--- src/rtl/csr_unit.sv ---
// Machine-mode CSR block: mstatus/mie/mtvec/mepc/mcause/mip, interrupt entry and MRET redirect.
// Optional 64-bit mcycle counter (0xB00/0xB80) is built only when CSR_MCYCLE_EN is defined.
module csr_unit #(
    parameter logic [31:0] MTVEC_RST = 32'h0000_0000
) (
    input  logic        clk,
    input  logic        rst_n,
    input  logic        csr_rd,
    input  logic        csr_wr,
    input  logic        is_mret,
    input  logic [11:0] csr_addr,
    input  logic [31:0] csr_wdata,
    input  logic [31:0] pc,
    input  logic        timer_irq,
    input  logic        ext_irq,
    output logic [31:0] csr_rdata,
    output logic        epc_taken,
    output logic [31:0] epc
);

    localparam logic [11:0] ADDR_MSTATUS  = 12'h300;
    localparam logic [11:0] ADDR_MIE      = 12'h304;
    localparam logic [11:0] ADDR_MTVEC    = 12'h305;
    localparam logic [11:0] ADDR_MEPC     = 12'h341;
    localparam logic [11:0] ADDR_MCAUSE   = 12'h342;
    localparam logic [11:0] ADDR_MIP      = 12'h344;
    localparam logic [11:0] ADDR_MCYCLE   = 12'hB00;
    localparam logic [11:0] ADDR_MCYCLEH  = 12'hB80;

    localparam logic [31:0] CAUSE_EXT     = 32'h8000_000B;
    localparam logic [31:0] CAUSE_TMR     = 32'h8000_0007;
    localparam logic [31:0] ALIGN_MASK    = 32'hFFFF_FFFC;

    logic        mst_mie_q,  mst_mie_d;
    logic        mst_mpie_q, mst_mpie_d;
    logic        mie_mtie_q, mie_mtie_d;
    logic        mie_meie_q, mie_meie_d;
    logic        mip_mtip_q;
    logic        mip_meip_q;
    logic [31:0] mtvec_q,    mtvec_d;
    logic [31:0] mepc_q,     mepc_d;
    logic [31:0] mcause_q,   mcause_d;

    logic        irq_ext;
    logic        irq_tmr;
    logic        irq_req;
    logic        trap;
    logic        wr_en;
    logic [31:0] rdata_mux;

    // Interrupt decision is purely from registered state, so the redirect
    // never depends combinationally on the raw irq pins.
    always_comb begin
        irq_ext = mie_meie_q & mip_meip_q;
        irq_tmr = mie_mtie_q & mip_mtip_q;
        irq_req = mst_mie_q & (irq_ext | irq_tmr);
        trap    = irq_req & ~is_mret;
        wr_en   = csr_wr & ~trap;
    end

    assign epc_taken = rst_n & (trap | is_mret);
    assign epc       = is_mret ? mepc_q : mtvec_q;

`ifdef CSR_MCYCLE_EN
    logic [63:0] mcycle_q, mcycle_d;

    // A write to either half replaces the increment for that cycle.
    always_comb begin
        if (wr_en && (csr_addr == ADDR_MCYCLE)) begin
            mcycle_d = {mcycle_q[63:32], csr_wdata};
        end else if (wr_en && (csr_addr == ADDR_MCYCLEH)) begin
            mcycle_d = {csr_wdata, mcycle_q[31:0]};
        end else begin
            mcycle_d = mcycle_q + 64'd1;
        end
    end

    always_ff @(posedge clk) begin
        if (!rst_n) begin
            mcycle_q <= 64'd0;
        end else begin
            mcycle_q <= mcycle_d;
        end
    end
`endif

    always_comb begin
        rdata_mux = 32'd0;
        case (csr_addr)
            ADDR_MSTATUS: rdata_mux = {24'd0, mst_mpie_q, 3'd0, mst_mie_q, 3'd0};
            ADDR_MIE:     rdata_mux = {20'd0, mie_meie_q, 3'd0, mie_mtie_q, 7'd0};
            ADDR_MTVEC:   rdata_mux = mtvec_q;
            ADDR_MEPC:    rdata_mux = mepc_q;
            ADDR_MCAUSE:  rdata_mux = mcause_q;
            ADDR_MIP:     rdata_mux = {20'd0, mip_meip_q, 3'd0, mip_mtip_q, 7'd0};
`ifdef CSR_MCYCLE_EN
            ADDR_MCYCLE:  rdata_mux = mcycle_q[31:0];
            ADDR_MCYCLEH: rdata_mux = mcycle_q[63:32];
`endif
            default:      rdata_mux = 32'd0;
        endcase
        csr_rdata = (rst_n && csr_rd) ? rdata_mux : 32'd0;
    end

    // Trap and MRET updates are applied after the CSR write so they override
    // any write to the same mstatus bits in that cycle.
    always_comb begin
        mst_mie_d  = mst_mie_q;
        mst_mpie_d = mst_mpie_q;
        mie_mtie_d = mie_mtie_q;
        mie_meie_d = mie_meie_q;
        mtvec_d    = mtvec_q;
        mepc_d     = mepc_q;
        mcause_d   = mcause_q;

        if (wr_en) begin
            case (csr_addr)
                ADDR_MSTATUS: begin
                    mst_mie_d  = csr_wdata[3];
                    mst_mpie_d = csr_wdata[7];
                end
                ADDR_MIE: begin
                    mie_mtie_d = csr_wdata[7];
                    mie_meie_d = csr_wdata[11];
                end
                ADDR_MTVEC:  mtvec_d  = csr_wdata & ALIGN_MASK;
                ADDR_MEPC:   mepc_d   = csr_wdata & ALIGN_MASK;
                ADDR_MCAUSE: mcause_d = csr_wdata;
                default: ;
            endcase
        end

        if (trap) begin
            mepc_d     = pc & ALIGN_MASK;
            mcause_d   = irq_ext ? CAUSE_EXT : CAUSE_TMR;
            mst_mpie_d = mst_mie_q;
            mst_mie_d  = 1'b0;
        end else if (is_mret) begin
            mst_mie_d  = mst_mpie_q;
            mst_mpie_d = 1'b1;
        end
    end

    always_ff @(posedge clk) begin
        if (!rst_n) begin
            mst_mie_q  <= 1'b0;
            mst_mpie_q <= 1'b0;
            mie_mtie_q <= 1'b0;
            mie_meie_q <= 1'b0;
            mip_mtip_q <= 1'b0;
            mip_meip_q <= 1'b0;
            mtvec_q    <= MTVEC_RST;
            mepc_q     <= 32'd0;
            mcause_q   <= 32'd0;
        end else begin
            mst_mie_q  <= mst_mie_d;
            mst_mpie_q <= mst_mpie_d;
            mie_mtie_q <= mie_mtie_d;
            mie_meie_q <= mie_meie_d;
            mip_mtip_q <= timer_irq;
            mip_meip_q <= ext_irq;
            mtvec_q    <= mtvec_d;
            mepc_q     <= mepc_d;
            mcause_q   <= mcause_d;
        end
    end

endmodule

--- config.mk ---
export PLATFORM = sky130hd
export DESIGN_NAME = csr_unit
export DESIGN_NICKNAME = d
export VERILOG_FILES = /design/src/rtl/csr_unit.sv
export SDC_FILE = /design/constraint.sdc
export NUM_CORES = 1
export LEC_CHECK = 0
export CAP_MARGIN = 20
export CORE_MARGIN = 4
export CORE_UTILIZATION = 25
export CTS_CLUSTER_DIAMETER = 200
export DETAILED_ROUTE_END_ITERATION = 10
export PLACE_DENSITY_LB_ADDON = 0.12
export SLEW_MARGIN = 0
export SYNTH_ARGS = -nofsm -noshare
export SYNTH_HDL_FRONTEND = slang
export SYNTH_SLANG_ARGS = --single-unit
--- constraint.sdc ---
create_clock -name clk -period 7.02 [get_ports clk]
set_clock_uncertainty 0.2 [all_clocks]
set_input_delay 2.106 -clock clk [delete_from_list [all_inputs] [get_ports clk]]
set_output_delay 2.106 -clock clk [all_outputs]
set_load 0.005 [all_outputs]
==> results of run 1 <==
## timing repair
action,CTS,global route
buffers inserted,0,1
resized for setup,1,6
endpoints found under the setup margin,1,15
cloned,0,0
## worst max-delay path, stage by stage
cell	delay, ns
clkdlybuf4s50_1	0.42
nand4bb_1	0.36
nor2_4	0.34
nand4_1	0.17
buf_4	0.26
a211oi_1	0.36
clkdlybuf4s50_1	0.57
## through the flow
stage          area, um^2  std cells
2_1_floorplan        5370        581
6_report             7510        977
4_1_cts              7420        973
3_3_place_gp         7140        959
3_5_place_dp         7140        959
5_1_grt              7510        977
## flip-flops by register name (all words and copies together) (netlist names)
name and flops:
mip_meip_q 1, mie_mtie_q 1, mepc_q 30, mcause_q 32, mst_mie_q 1, mst_mpie_q 1
mie_meie_q 1, mtvec_q 30, mip_mtip_q 1
## worst paths after layout
| path | cells past startpoint | start | endpoint |
|---|---|---|---|
| worst min-delay path | 1 | mcause_q[9]$_SDFFE_PN0P_ | mcause_q[9]$_SDFFE_PN0P_ |
| worst min register to register | 1 | mcause_q[9]$_SDFFE_PN0P_ | mcause_q[9]$_SDFFE_PN0P_ |
| worst max-delay path | 7 | csr_addr[11] | csr_rdata[20] |
| worst max register to register | 5 | mie_meie_q$_SDFFE_PN0P_ | mcause_q[17]$_SDFFE_PN0P_ |
## layer usage
metal / wire length [um] / vias to the layer above
li1: - / 2497
met1: 10000 / 2663
met2: 10600 / 187
met3: 1110 / 31
met4: 457 / 0
met5: 0 / -
## placed cells by master (no fill, tap or decap), drive strengths merged, types with 2 or more instances in the layout
| master | count |
|---|---|
| a211oi | 28 |
| a21oi | 35 |
| a221oi | 2 |
| a22o | 57 |
| a31oi | 2 |
| a32oi | 28 |
| and2 | 7 |
| and4 | 2 |
| buf | 36 |
| clkbuf | 9 |
| clkdlybuf4s50 | 140 |
| clkinv | 2 |
| clkinvlp | 3 |
| conb | 2 |
| dfxtp | 98 |
| dlymetal6s2s | 2 |
| mux2 | 31 |
| mux2i | 37 |
| nand2 | 40 |
| nand2b | 3 |
| nand3 | 3 |
| nand3b | 4 |
| nand4 | 34 |
| nor2 | 4 |
| nor2b | 6 |
| nor3 | 3 |
| nor3b | 3 |
| o21ai | 32 |
| o22ai | 2 |
| o31ai | 32 |
## report_power, final
| part | internal [uW] | switching [uW] |
|---|---|---|
| clock | 272 | 226 |
| combinational | 60.1 | 63.1 |
| sequential | 557 | 1.75 |
| total | 889 | 291 |
## cells by family (layout without fill, tap and decap cells)
family	after synthesis	after routing
mux	68	68
xor+xnor	1	1
other cells	1	3
flops	98	98
buf+inv	73	193
compound gates	223	223
simple gates	116	116
## layout make-up
type                            instances  area, um^2
Clock buffer                            9         225
Tap cell                              275         344
Sequential cell                        98        1960
Inverter                                1        3.75
Fill cell                            2155       13600
Multi-Input combinational cell        410        3130
Clock inverter                          5        57.6
Antenna cell                            1        2.50
Timing Repair Buffer                  178        1790
==> results.cfg, run 1 <==
[run]
cap_violations = 0

[cts]
clk_pin_slew_ns = 0.06
ctsHtreeMaxLevel = 3
clockRootBuffer = clkbuf_16
numCtsBuffers = 9
clkSinkCount = 98
tritoncts = built
clk_latency_ns = 0.35
ctsHoldBuffers = 0
cts_max_path_buffers = 2

[timing]
timing.fmax_mhz = 144
whs_ns = 0.281
setup_viol = 0
slew_headroom_pct = 29.8
fin_crit_ns = 6.92
tightestPinTransition_ns = 1.05
finalHoldViolations = 0
setup-tns-final_ns = 0
period_share_pct = 98.6
rsz0062_at_grt = false
worst_slack_ns = 0.0958
slew_viol_final = 0

[synthesis]
syn_area_um2 = 5370
synthSimpleGateAreaFrac_pct = 13.2
yosysSeqAreaShare_pct = 36.5
synthTopCellsByCount = dfxtp_1, a22o_1, clkbuf_1
synth.area.mux_share_pct = 13.4
synthCells = 580
synth_top_family_by_area = compound AO/OA/AOI/OAI gates
synthXorXnorAreaFrac_pct = 0.163
synth_area_leaders = dfxtp_1, a22o_1, mux2i_1
synth_most_common_cell = dfxtp_1
postSynthAreaPerCell_um2 = 9.26
ys.flop_type = dfxtp_1
synth_top_area_share_pct = 36.5
synth_cell_types = 49
yosysTopAreaCell = dfxtp_1
synth-compound-area-share_pct = 30.1
synthAdderAreaFrac_pct = 0
synth_seq_cells = 98
yosysWarnings = 0
async_reset_ff_share_pct = 0
synth_edf_count = 0

[layout]
syn_to_final_growth_pct = 39.9
final_core_util_pct = 35.6
drive_above_1_share_pct = 14.4
final_net_count = 781

[floorplanning]
dieArea_um2 = 23900
die_y_um = 155
initial_core_util_pct = 25.5
core_area_um2 = 21100
ioPinCount = 148
die_w_um = 155
rows = 53

[global_routing]
grt_use_total_pct = 18.2
grt_max_degree = 37
antenna_found_initial = 1
grt_pass1_vias = 5658
busiest_layer = met2
gr-total-overflow = 0
grt_pass1_wl_um = 33800
grt_use_met3_pct = 3.55
grt_use_met2_pct = 30.2
grtUsageMet1_pct = 23.8

[place]
pre_cts_ws_ns = 0.0117
post-dp-hpwl_um = 14200
io_buffers = 143
finalWeightedCongestion = 0.819

[status]
outcome = complete, no violations

[detailed_routing]
drtIter0Drc = 384
post_drt_wl_per_cell_um = 22.7
num_vias = 5378
firstDrtPassIters = 5
ant_nets = 0
wl_um = 22200
vias_per_cell = 5.50
drc_errors = 0

[critical_path]
r2r_slack_ns = 4.32
end_kind = output pin
worstPathMaxFanout = 21
crit_arrival_ns = 4.62
cp-start-kind = primary input
cp.required_ns = 4.71
critPathKind = primary input to output pin

[power_and_ir_drop]
powerDensity_nw_per_um2 = 157
total_power_uw = 1180
p_leak_uw = 0.00240
ir_drop_v = 0.0000999

[worst_hold_path]
hold_class = register to register
Power figures use the tool's default switching activity.
==> run 2, diff against run 1 <==
Settings changed: CTS_CLUSTER_SIZE set to 12, GPL_TIMING_DRIVEN set to 0.
==> results.cfg, run 2 (same netlist as run 1, synthesis figures left out) <==
[cts]
ctsHoldBuffers = 0
clk_latency_ns = 0.36
cts_max_path_buffers = 2
clk_pin_slew_ns = 0.07
ctsHtreeMaxLevel = 3
numCtsBuffers = 9
clockRootBuffer = clkbuf_16
clkSinkCount = 98
tritoncts = built

[floorplanning]
ioPinCount = 148
die_w_um = 155
die_y_um = 155
dieArea_um2 = 23900
initial_core_util_pct = 25.5
core_area_um2 = 21100
rows = 53

[layout]
fill_cells = 2206
fin_area_um2 = 7500
largest_reg_flops = 32
final_cell_mix = clkdlybuf4s50_1, dfxtp_1, a22o_1
drive_above_1_share_pct = 13.6
final_cells = 1015
final_net_count = 818
antenna_cells = 0
reg_top3 = mcause_q: 32 flops, mepc_q: 30 flops, mtvec_q: 30 flops
top_register = mcause_q
syn_to_final_growth_pct = 39.6
final_common_cell = clkdlybuf4s50_1

[detailed_routing]
firstDrtPassIters = 5
drc_errors = 0
ant_nets = 0
post_drt_wl_per_cell_um = 22.5
num_vias = 5567
drtIter0Drc = 481
vias_per_cell = 5.48
wl_um = 22800

[run]
cap_violations = 0

[critical_path]
path_buf_inv = 3
slowest_delay_ns = 0.58
worstPathMaxFanout = 10
crit_path_cell_trace = clkdlybuf4s50_1, nand4bb_1, nor2_2, nand4_1, clkbuf_1, a211oi_1, clkdlybuf4s50_1
critPathKind = primary input to output pin
cp_common_cell = clkdlybuf4s50_1
cpLargestDelayFamily = buffers and inverters
crit_slowest_cell = clkdlybuf4s50_1
crit_arrival_ns = 4.68
cp-start-kind = primary input
cp.required_ns = 4.71
end_kind = output pin

[worst_hold_path]
hold_class = register to register

[timing]
slew_headroom_pct = 49.7
fin_crit_ns = 6.99
rsz0062_at_grt = true
tightestPinTransition_ns = 0.755
slew_viol_final = 0
finalHoldViolations = 0
timing.fmax_mhz = 143
setup_viol = 0
period_share_pct = 99.6

[global_routing]
antenna_found_initial = 0
grt_pass1_vias = 5750
grt_pass1_wl_um = 34300
grt_use_total_pct = 18.6
gr-total-overflow = 0
grt_max_degree = 19

[place]
placed_area_um2 = 7130
io_buffers = 141
post-dp-hpwl_um = 16300
post-place-cells = 997
finalWeightedCongestion = 0.892

[power_and_ir_drop]
total_power_uw = 1180
powerDensity_nw_per_um2 = 157
ir_drop_v = 0.0000959
p_leak_uw = 0.00242

[status]
outcome = complete, no violations
run 2: power by group:
group	internal (uW)	switching (uW)	total [uW]
logic	56.6	63.8	120
registers	557	1.69	558
clock network	249	248	497
total	862	314	1180
run 2: routing by layer:
layer  up-vias  global-route usage [%]  routed length (um)  part of all wire (%)
met5         -                       0                   0                     0
met4         0                    6.06                 580                   2.5
met3        41                    4.62                1520                   6.7
met2       243                    30.8               10800                    47
met1      2707                    23.7                9970                    44
li1       2576                       -                   -                     -
run 2: final cells by class:
cell class                 instances  area [um^2]  share of cell area, %
tap                              275          344                   4.59
timing repair buffer             143         1430                   19.0
clock buffer                      10          229                   3.05
buffer                            72          374                   4.99
inverter                           1         3.75                 0.0501
clock inverter                     6         53.8                  0.718
multi-input combinational        410         3100                   41.4
sequential                        98         1960                   26.2
run 2: final timing paths:
path                              endpoint  depth (start not counted)  slack (ns)                     start
setup / recovery             csr_rdata[31]                          7        0.03              csr_addr[11]
hold / removal    mcause_q[8]$_SDFFE_PN0P_                          1        0.28  mcause_q[8]$_SDFFE_PN0P_
setup reg to reg  mtvec_q[13]$_SDFFE_PN0P_                          6        4.76     mip_meip_q$_SDFF_PN0_
hold reg to reg   mcause_q[8]$_SDFFE_PN0P_                          1        0.28  mcause_q[8]$_SDFFE_PN0P_
run 2: worst reg2reg max path, cell delays in order (launching register included):
cell and delay [ns]:
dfxtp_1 0.37, a22o_1 0.28, nand2b_1 0.08, clkbuf_1 0.39
clkbuf_1 0.54, nand4_1 0.17, a21oi_1 0.16
run 2: what timing repair did:
item	CTS	global route
resized for setup	14	15
setup endpoints to repair	17	17
setup buffers	1	1
pin swaps	1	0
run 2: metrics by stage:
stage / hold WS [ns] / util [%] / setup TNS, ns / setup WS [ns]
2_1_floorplan: 0.250 / - / 0 / 1.39
3_3_place_gp: 0.263 / 33.8 / -1.77 / -0.189
3_5_place_dp: 0.267 / 33.8 / -1.48 / -0.187
4_1_cts: 0.289 / 35.3 / 0 / 0.0144
5_1_grt: 0.302 / 35.5 / -0.0673 / -0.0379
6_report: 0.284 / 35.5 / 0 / 0.0291
==> run 3, diff against run 2 <==
Settings changed: CORE_UTILIZATION 25 to 53.
==> results.cfg, run 3 (same netlist as run 1, synthesis figures left out) <==
[layout]
top_register = mcause_q
fin_area_um2 = 7240
antenna_cells = 0
final_cell_mix = clkdlybuf4s50_1, dfxtp_1, a22o_1
reg_top3 = mcause_q: 32 flops, mepc_q: 30 flops, mtvec_q: 30 flops
largest_reg_flops = 32
syn_to_final_growth_pct = 34.9
fill_cells = 785
ff_latch_area_um2 = 1960
multi_input_area_um2 = 3080
final_common_cell = clkdlybuf4s50_1
final_net_count = 819
final_core_util_pct = 73.8
drive_above_1_share_pct = 13.2

[power_and_ir_drop]
total_power_uw = 1100
p_sw_uw = 274
intPower_uw = 824
p_sw_share_pct = 25.0
p_clk_share_pct = 38.4
p_leak_uw = 0.00239
seqPwrFrac_pct = 50.9
ir_drop_v = 0.000100
combPwrFrac_pct = 10.7
powerDensity_nw_per_um2 = 152

[detailed_routing]
post_drt_wl_per_cell_um = 22.9
ant_nets = 0
num_vias = 5878
drtIter0Drc = 566
vias_per_cell = 6.73
firstDrtPassIters = 6
wl_um = 20000
drc_errors = 0

[global_routing]
grt_pass1_wl_um = 30400
antenna_found_initial = 0
busiest_layer = met2
grtUsageMet1_pct = 42.0
grt_use_met3_pct = 8.88
grt_max_degree = 17
grt_use_total_pct = 33.2
gr-total-overflow = 0
grt_use_met2_pct = 53.4
grt_pass1_vias = 5705

[cts]
clkSinkCount = 98
ctsHoldBuffers = 0
cts_max_path_buffers = 2
clockRootBuffer = clkbuf_8
clk_pin_slew_ns = 0.10
clk_latency_ns = 0.38
tritoncts = built
ctsHtreeMaxLevel = 3
numCtsBuffers = 9

[timing]
slew_viol_final = 0
tightestPinTransition_ns = 0.659
timing.fmax_mhz = 144
whs_ns = 0.292
setup_viol = 0
slew_headroom_pct = 55.7
finalHoldViolations = 0
fin_crit_ns = 6.97
period_share_pct = 99.3

[critical_path]
path_buf_inv = 3
crit_arrival_ns = 4.66
r2r_slack_ns = 4.66
cpLargestDelayFamily = buffers and inverters
slowest_delay_ns = 0.56
critPathKind = primary input to output pin
worstPathMaxFanout = 10
cp.required_ns = 4.71
crit_slowest_cell = clkdlybuf4s50_1
cp_common_cell = clkdlybuf4s50_1
rr_worst_depth = 6
r2r-end = mtvec_q[8]$_SDFFE_PN0P_
end_kind = output pin
cp-start-kind = primary input
crit_path_cell_trace = clkdlybuf4s50_1, nand4bb_1, nor2_1, buf_1, a32oi_1, a211oi_1, clkdlybuf4s50_1
r2r-start = mip_meip_q$_SDFF_PN0_

[worst_hold_path]
hold_depth = 1
hold_class = register to register
holdPathEnd = mcause_q[14]$_SDFFE_PN0P_
hp-start = mcause_q[14]$_SDFFE_PN0P_

[floorplanning]
dieArea_um2 = 11800
initial_core_util_pct = 54.7
die_y_um = 109
die_w_um = 109
ioPinCount = 148
rows = 36
core_area_um2 = 9820

[place]
placed_area_um2 = 6950
io_buffers = 141
post-dp-hpwl_um = 13900
finalWeightedCongestion = 0.899

[status]
outcome = complete, no violations

[run]
cap_violations = 0
run 3: how the worst max path moves through the flow:
stage	from	end	slack, ns	cells after the start
after floorplan	csr_addr[6]	csr_rdata[21]	1.39	6
after global placement	csr_addr[2]	csr_rdata[21]	-0.14	8
after detailed placement	csr_addr[2]	csr_rdata[27]	-0.11	8
after CTS	csr_addr[2]	csr_rdata[27]	0.01	8
after global routing	csr_addr[11]	csr_rdata[14]	-0.06	7
final	csr_addr[11]	csr_rdata[21]	0.05	7
run 3: power groups by stage:
stage / sequential (uW) / clock (uW) / combinational, uW
6_report: 559 / 422 / 118
5_1_grt: 559 / 448 / 123
4_1_cts: 559 / 423 / 113
3_5_place_dp: 571 / 0 / 112
3_3_place_gp: 571 / 0 / 111
2_1_floorplan: 571 / 0 / 39.6
run 3: layout make-up:
class / count / share of cell area [%]
multi-input cells: 410 / 42.5
flip-flops and latches: 98 / 27.1
repair buffers: 144 / 19.8
plain buffers: 72 / 5.08
well taps: 133 / 2.30
clock buffers: 10 / 1.90
clock inverters: 6 / 1.23
inverters: 1 / 0.0518
run 3: worst register-to-register path, stage by stage, from the launching register on:
cell and delay (ns):
dfxtp_1 0.39, a22o_1 0.28, nand2b_1 0.07, clkbuf_1 0.45, clkbuf_1 0.47, nand4_1 0.23
a21oi_1 0.20
run 3: timing repair:
action,CTS,global route
setup buffers,0,3
pin swaps,0,2
gates resized for setup,5,22
setup endpoints to repair,10,24
run 3: stage by stage:
step | setup WS [ns] | std cells | TNS (ns)
2_1_floorplan | 1.39 | 581 | 0
3_3_place_gp | -0.138 | 855 | -1.07
3_5_place_dp | -0.113 | 855 | -0.765
4_1_cts | 0.0149 | 871 | 0
5_1_grt | -0.0594 | 874 | -0.390
6_report | 0.0516 | 874 | 0
run 3: metal layers:
layer  vias up  wire, um
li1       2592         -
met1      2767      7930
met2       458      9420
met3        61      2100
met4         0       586
met5         -         0
